## src/rtl/mips_data_bridge.sv

```systemverilog
// -----------------------------------------------------------------------------
// mips_data_bridge
// Bridges the single-cycle-style MIPS CPU data port onto a waitrequest-based
// memory bus. The CPU is held via cpu_stall while one bus access is in flight;
// loads return through a read register that only changes when an access ends.
//
// Ports
//   clk             : single clock, all state updates on the rising edge
//   reset           : asynchronous, active-low reset
//   cpu_address     : CPU byte address (must be word aligned)
//   cpu_read        : CPU load request
//   cpu_write       : CPU store request (wins over cpu_read)
//   cpu_writedata   : CPU store data
//   cpu_readdata    : load data, the read register (holds between accesses)
//   cpu_stall       : high while the CPU must hold its request
//   mem_address     : word-aligned bus address
//   mem_read        : bus read strobe
//   mem_write       : bus write strobe
//   mem_writedata   : bus write data
//   mem_byteenable  : 4'b1111 while a strobe is high, else 4'b0000
//   mem_waitrequest : high while the bus has not accepted/completed the access
//   mem_readdata    : bus read data, valid when waitrequest is low in a read
//   fault           : sticky error (misaligned, read+write conflict, timeout)
//   state_dbg       : current FSM state (IDLE=0, READ=1, WRITE=2, DONE=3)
//
// Handshake: a CPU request is accepted in IDLE on the edge where cpu_read or
// cpu_write is high; cpu_stall is high combinationally in that cycle and in
// READ/WRITE, and low in DONE, which is the cycle the CPU may advance. On the
// bus, a strobe completes on the first edge where it is high and
// mem_waitrequest is low; address, data and strobe stay constant until then.
//
// MAX_WAIT must be at least 1: the access is aborted on the MAX_WAIT-th
// consecutive cycle in which the strobe is high and waitrequest is high.
// -----------------------------------------------------------------------------
module mips_data_bridge #(
    parameter int unsigned MAX_WAIT = 255
) (
    input  logic        clk,
    input  logic        reset,
    input  logic [31:0] cpu_address,
    input  logic        cpu_read,
    input  logic        cpu_write,
    input  logic [31:0] cpu_writedata,
    output logic [31:0] cpu_readdata,
    output logic        cpu_stall,
    output logic [31:0] mem_address,
    output logic        mem_read,
    output logic        mem_write,
    output logic [31:0] mem_writedata,
    output logic [3:0]  mem_byteenable,
    input  logic        mem_waitrequest,
    input  logic [31:0] mem_readdata,
    output logic        fault,
    output logic [1:0]  state_dbg
);

    // Wait counter is at least 8 bits and wide enough to hold MAX_WAIT.
    localparam int CW = ($clog2(MAX_WAIT + 1) > 8) ? $clog2(MAX_WAIT + 1) : 8;
    localparam logic [CW-1:0] LAST_WAIT = CW'(MAX_WAIT - 1);

    typedef enum logic [1:0] {
        IDLE  = 2'd0,
        READ  = 2'd1,
        WRITE = 2'd2,
        DONE  = 2'd3
    } state_t;

    state_t        state;
    logic [CW-1:0] wait_cnt;
    logic [31:0]   read_reg;
    logic          request;

    assign request      = cpu_read | cpu_write;
    assign cpu_readdata = read_reg;
    assign state_dbg    = state;

    // The stall must rise in the very cycle the request appears, so in IDLE it
    // follows the request combinationally; elsewhere it depends on state only.
    always_comb begin
        cpu_stall = 1'b0;
        case (state)
            IDLE:        cpu_stall = request;
            READ, WRITE: cpu_stall = 1'b1;
            default:     cpu_stall = 1'b0;
        endcase
    end

    always_ff @(posedge clk or negedge reset) begin
        if (!reset) begin
            state          <= IDLE;
            wait_cnt       <= '0;
            read_reg       <= 32'h0;
            fault          <= 1'b0;
            mem_address    <= 32'h0;
            mem_writedata  <= 32'h0;
            mem_read       <= 1'b0;
            mem_write      <= 1'b0;
            mem_byteenable <= 4'b0000;
        end else begin
            case (state)
                IDLE: begin
                    if (request) begin
                        mem_address   <= {cpu_address[31:2], 2'b00};
                        mem_writedata <= cpu_writedata;
                        wait_cnt      <= '0;
                        if (cpu_read && cpu_write) begin
                            fault <= 1'b1;
                        end
                        if (cpu_address[1:0] != 2'b00) begin
                            // Misaligned: never reaches the bus, load returns 0.
                            fault    <= 1'b1;
                            read_reg <= 32'h0;
                            state    <= DONE;
                        end else if (cpu_write) begin
                            mem_write      <= 1'b1;
                            mem_byteenable <= 4'b1111;
                            state          <= WRITE;
                        end else begin
                            mem_read       <= 1'b1;
                            mem_byteenable <= 4'b1111;
                            state          <= READ;
                        end
                    end
                end
                READ, WRITE: begin
                    if (!mem_waitrequest) begin
                        if (state == READ) begin
                            read_reg <= mem_readdata;
                        end
                        mem_read       <= 1'b0;
                        mem_write      <= 1'b0;
                        mem_byteenable <= 4'b0000;
                        state          <= DONE;
                    end else if (wait_cnt == LAST_WAIT) begin
                        // Bus never answered: give up and report through fault.
                        wait_cnt       <= wait_cnt + 1'b1;
                        fault          <= 1'b1;
                        read_reg       <= 32'h0;
                        mem_read       <= 1'b0;
                        mem_write      <= 1'b0;
                        mem_byteenable <= 4'b0000;
                        state          <= DONE;
                    end else begin
                        wait_cnt <= wait_cnt + 1'b1;
                    end
                end
                DONE: begin
                    state <= IDLE;
                end
                default: begin
                    state <= IDLE;
                end
            endcase
        end
    end

endmodule

```

## config.mk

```make
export PLATFORM = sky130hd
export DESIGN_NAME = mips_data_bridge
export DESIGN_NICKNAME = d
export VERILOG_FILES = /design/src/rtl/mips_data_bridge.sv
export SDC_FILE = /design/constraint.sdc
export NUM_CORES = 1
export LEC_CHECK = 0
export ABC_AREA = 1
export CORE_MARGIN = 10
export CORE_UTILIZATION = 46
export DETAILED_ROUTE_END_ITERATION = 10
export PLACE_DENSITY = 0.86
export SLEW_MARGIN = 20
export SYNTH_ARGS = -nofsm -noshare
export SYNTH_HDL_FRONTEND = slang
export SYNTH_SLANG_ARGS = --single-unit
```

## constraint.sdc

```tcl
create_clock -name clk -period 3.7 [get_ports clk]
set_input_delay 0.37 -clock clk [delete_from_list [all_inputs] [get_ports clk]]
set_output_delay 0.37 -clock clk [all_outputs]
set_load 0.005 [all_outputs]
```

==> results.md <==
* Status: completed
* Layout area overhead at 47.6%
* Clock latency on the worst-skew pair at 360 ps
* Pre-CTS setup slack at 972 ps
* Nature of the critical path endpoint: primary output
* Worst-path maximum fanout at 11
* Crit path time final at 2750 ps
* Clk slew on worst S/H paths at 100 ps
* Routed Antenna Nets at 0
* Postcts setup bufs at 0
* Final setup skew at 8.83 ps
* Initial core utilization at 46.7%
* Max clock buf depth at 2
* Commonest non-fill, non-tap cells in the layout: clkdlybuf4s50_1 (203), dfrtp_1 (108), nand2_1 (62)
* Commonest non-fill, non-tap cell in the layout: clkdlybuf4s50_1
* H-tree lvl count at 3
* Met2 Usage GRT at 30.2%
* Via-per-instance ratio at 4.90
* Max Fclk at 364 MHz
* Post-CTS Hold Fix Bufs at 0
* Post-Syn Instances at 396
* Vias in the first global route at 3797
* Fin util at 68.9%
* Power density over cell area at 790 nW/µm²
* GR Util met1 at 18.5%
* Estimated wirelength of the detail-placed design at 10100 µm
* WS Path Type: reg -> out
* Leading area contributor after synthesis: dfrtp_1
* Drt total wl at 13000 µm
* Worst r2r path cells at 9
* Met3 Use GR at 5.64%
* Period utilization at 74.3%
* Number of synthesized register bits at 108
* R2r setup slk at 960 ps
* Iteration-0 DRC count of the detailed router at 198
* # clock sinks at 108
* Port Buf Inserts at 204
* Final RePlAce weighted congestion at 0.830
* Placed Cells at 719
* Min setup slack post-route at 953 ps
* GR peak layer: met2
* Worst hold slack at 123 ps
* Post-synth cell types at 28
* Tightest Pin Transition at 1050 ps
* Leak at 0.00299 µW
* Data arrival time of the critical path at 2380 ps
* Final Hold Violating Endpoints at 0
* Final setup fails at 0
* Ant diodes at 0
* Yosys warning count at 0
* Die area at 14800 µm²
* R2R Path End: cpu_readdata[16]
* Max-slew violations at 0
* Fin Setup TNS at 0 ps
* DR pass1 iterations at 4
* Inserted Clock Buffers at 9
* Die Ht at 122 µm
* Worst hold path class: in -> async
* Vias at 3601
* Total GRT Usage at 17.1%
* FF-to-FF Start: state_dbg[0]
* I/O pin count at 207
* Post-synth top area share at 56.9%
* Filler cells at 740
* Chip Width at 122 µm
* DR DRC count at 0
* Largest net degree at the start of global routing at 71
* Global route overflow at 0
* Initial antenna violation count at 0
* Relative slew slack at 29.9%
* Largest cells by area after synthesis: dfrtp_1 (57%), mux2_2 (9.5%), o21ai_2 (6.1%), mux2_1 (5.2%), nand2_1 (5.0%)
* DR WL/cell at 17.6 µm
* Mean post-synth cell area at 12.0 µm²
* CTS Root Buffer Type: clkbuf_8
* Final nets at 701
* Num rows at 37
* Crit start category: flop
* Core Area at 10200 µm²
* Worst Path Required at 3330 ps
* Max VDD drop at 0.967 mV
* Layout cell share with drive strength beyond 1 at 22.0%
* Mapped cell area at 4750 µm²
* Finished Layout Cells at 735
* Sequential cell area fraction in the yosys report at 56.9%
* Unrepaired setup endpoints after global routing: false
* Max-Cap Viols at 0
* CTS tree: done
* First-pass GRT wire length at 20100 µm
* Post-cts sizing count at 0
[sequential cells by signal, indices dropped and copies added (netlist names)]
signal	cells
cpu_readdata	32
mem_writedata	32
mem_address	30
wait_cnt	8
state_dbg	2
fault	1
mem_byteenable	1
mem_read	1
mem_write	1
[logic make-up after synthesis]
| logic type | synth area share (%) |
|---|---|
| simple gates | 12.8 |
| other cells | 0.0789 |
| xor+xnor | 0.369 |
| flops | 56.9 |
| mux | 14.7 |
| buf+inv | 4.97 |
| compound gates | 8.61 |
| fa+ha+maj | 1.58 |
[where the power goes]
part / internal [µW] / switching [µW]
combinational: 1540 / 1390
clock: 311 / 383
sequential: 1660 / 263
[Yosys cell counts]
| master | count |
|---|---|
| nor2_4 | 2 |
| nor3_1 | 1 |
| mux2_2 | 40 |
| nand3_4 | 2 |
| nand3_1 | 7 |
| buf_4 | 6 |
| o31ai_1 | 3 |
| a21oi_1 | 3 |
| xnor2_1 | 2 |
| a31o_1 | 1 |
| nor2_1 | 6 |
| buf_2 | 9 |
| o21ai_0 | 9 |
| ha_1 | 6 |
| inv_2 | 2 |
| mux2_1 | 22 |
| inv_1 | 18 |
| nand2_2 | 32 |
| conb_1 | 1 |
| clkinv_1 | 1 |
| nand3_2 | 1 |
| o21ai_2 | 33 |
| o21ai_1 | 4 |
| a31o_2 | 1 |
| nand2_1 | 63 |
| nand4_1 | 7 |
| buf_6 | 6 |
| dfrtp_1 | 108 |
[stage by stage]
stage          cell area, µm²  total power [µW]
6_report                 7020              5550
5_1_grt                  7020              5930
4_1_cts                  7020              5640
3_5_place_dp             6830              4930
3_3_place_gp             6830              4810
2_1_floorplan            4760              3630
[worst max path at each step]
stage                                   to    startpoint  slack [ps]
after detailed placement  cpu_readdata[16]  state_dbg[0]         970
after global placement    cpu_readdata[17]  state_dbg[0]        1080
final                            cpu_stall  state_dbg[0]         950
after global routing      cpu_readdata[16]  state_dbg[1]         660
after floorplan            cpu_readdata[0]  state_dbg[0]        1960
after CTS                        cpu_stall  state_dbg[0]         940
[layer usage]
layer | up-vias | wire [µm]
met1 | 1758 | 4840
li1 | 1701 | -
met3 | 15 | 1090
met5 | - | 0
met2 | 127 | 6810
met4 | 0 | 216
[worst max-delay path, cell delays in order (launching register included)]
cell             delay, ps
dfrtp_1                400
inv_1                  100
ha_1                   520
inv_1                  250
a21oi_1                210
clkdlybuf4s50_1        540
[cell type report]
type / instances / area [µm²] / share of cell area [%]
clock buffer: 11 / 131 / 1.87
tap: 136 / 170 / 2.42
multi-input combinational: 247 / 1820 / 25.9
inverter: 21 / 78.8 / 1.12
sequential: 108 / 2700 / 38.5
clock inverter: 5 / 52.6 / 0.749
timing repair buffer: 207 / 2060 / 29.4
(Power assumes the default switching activity.)
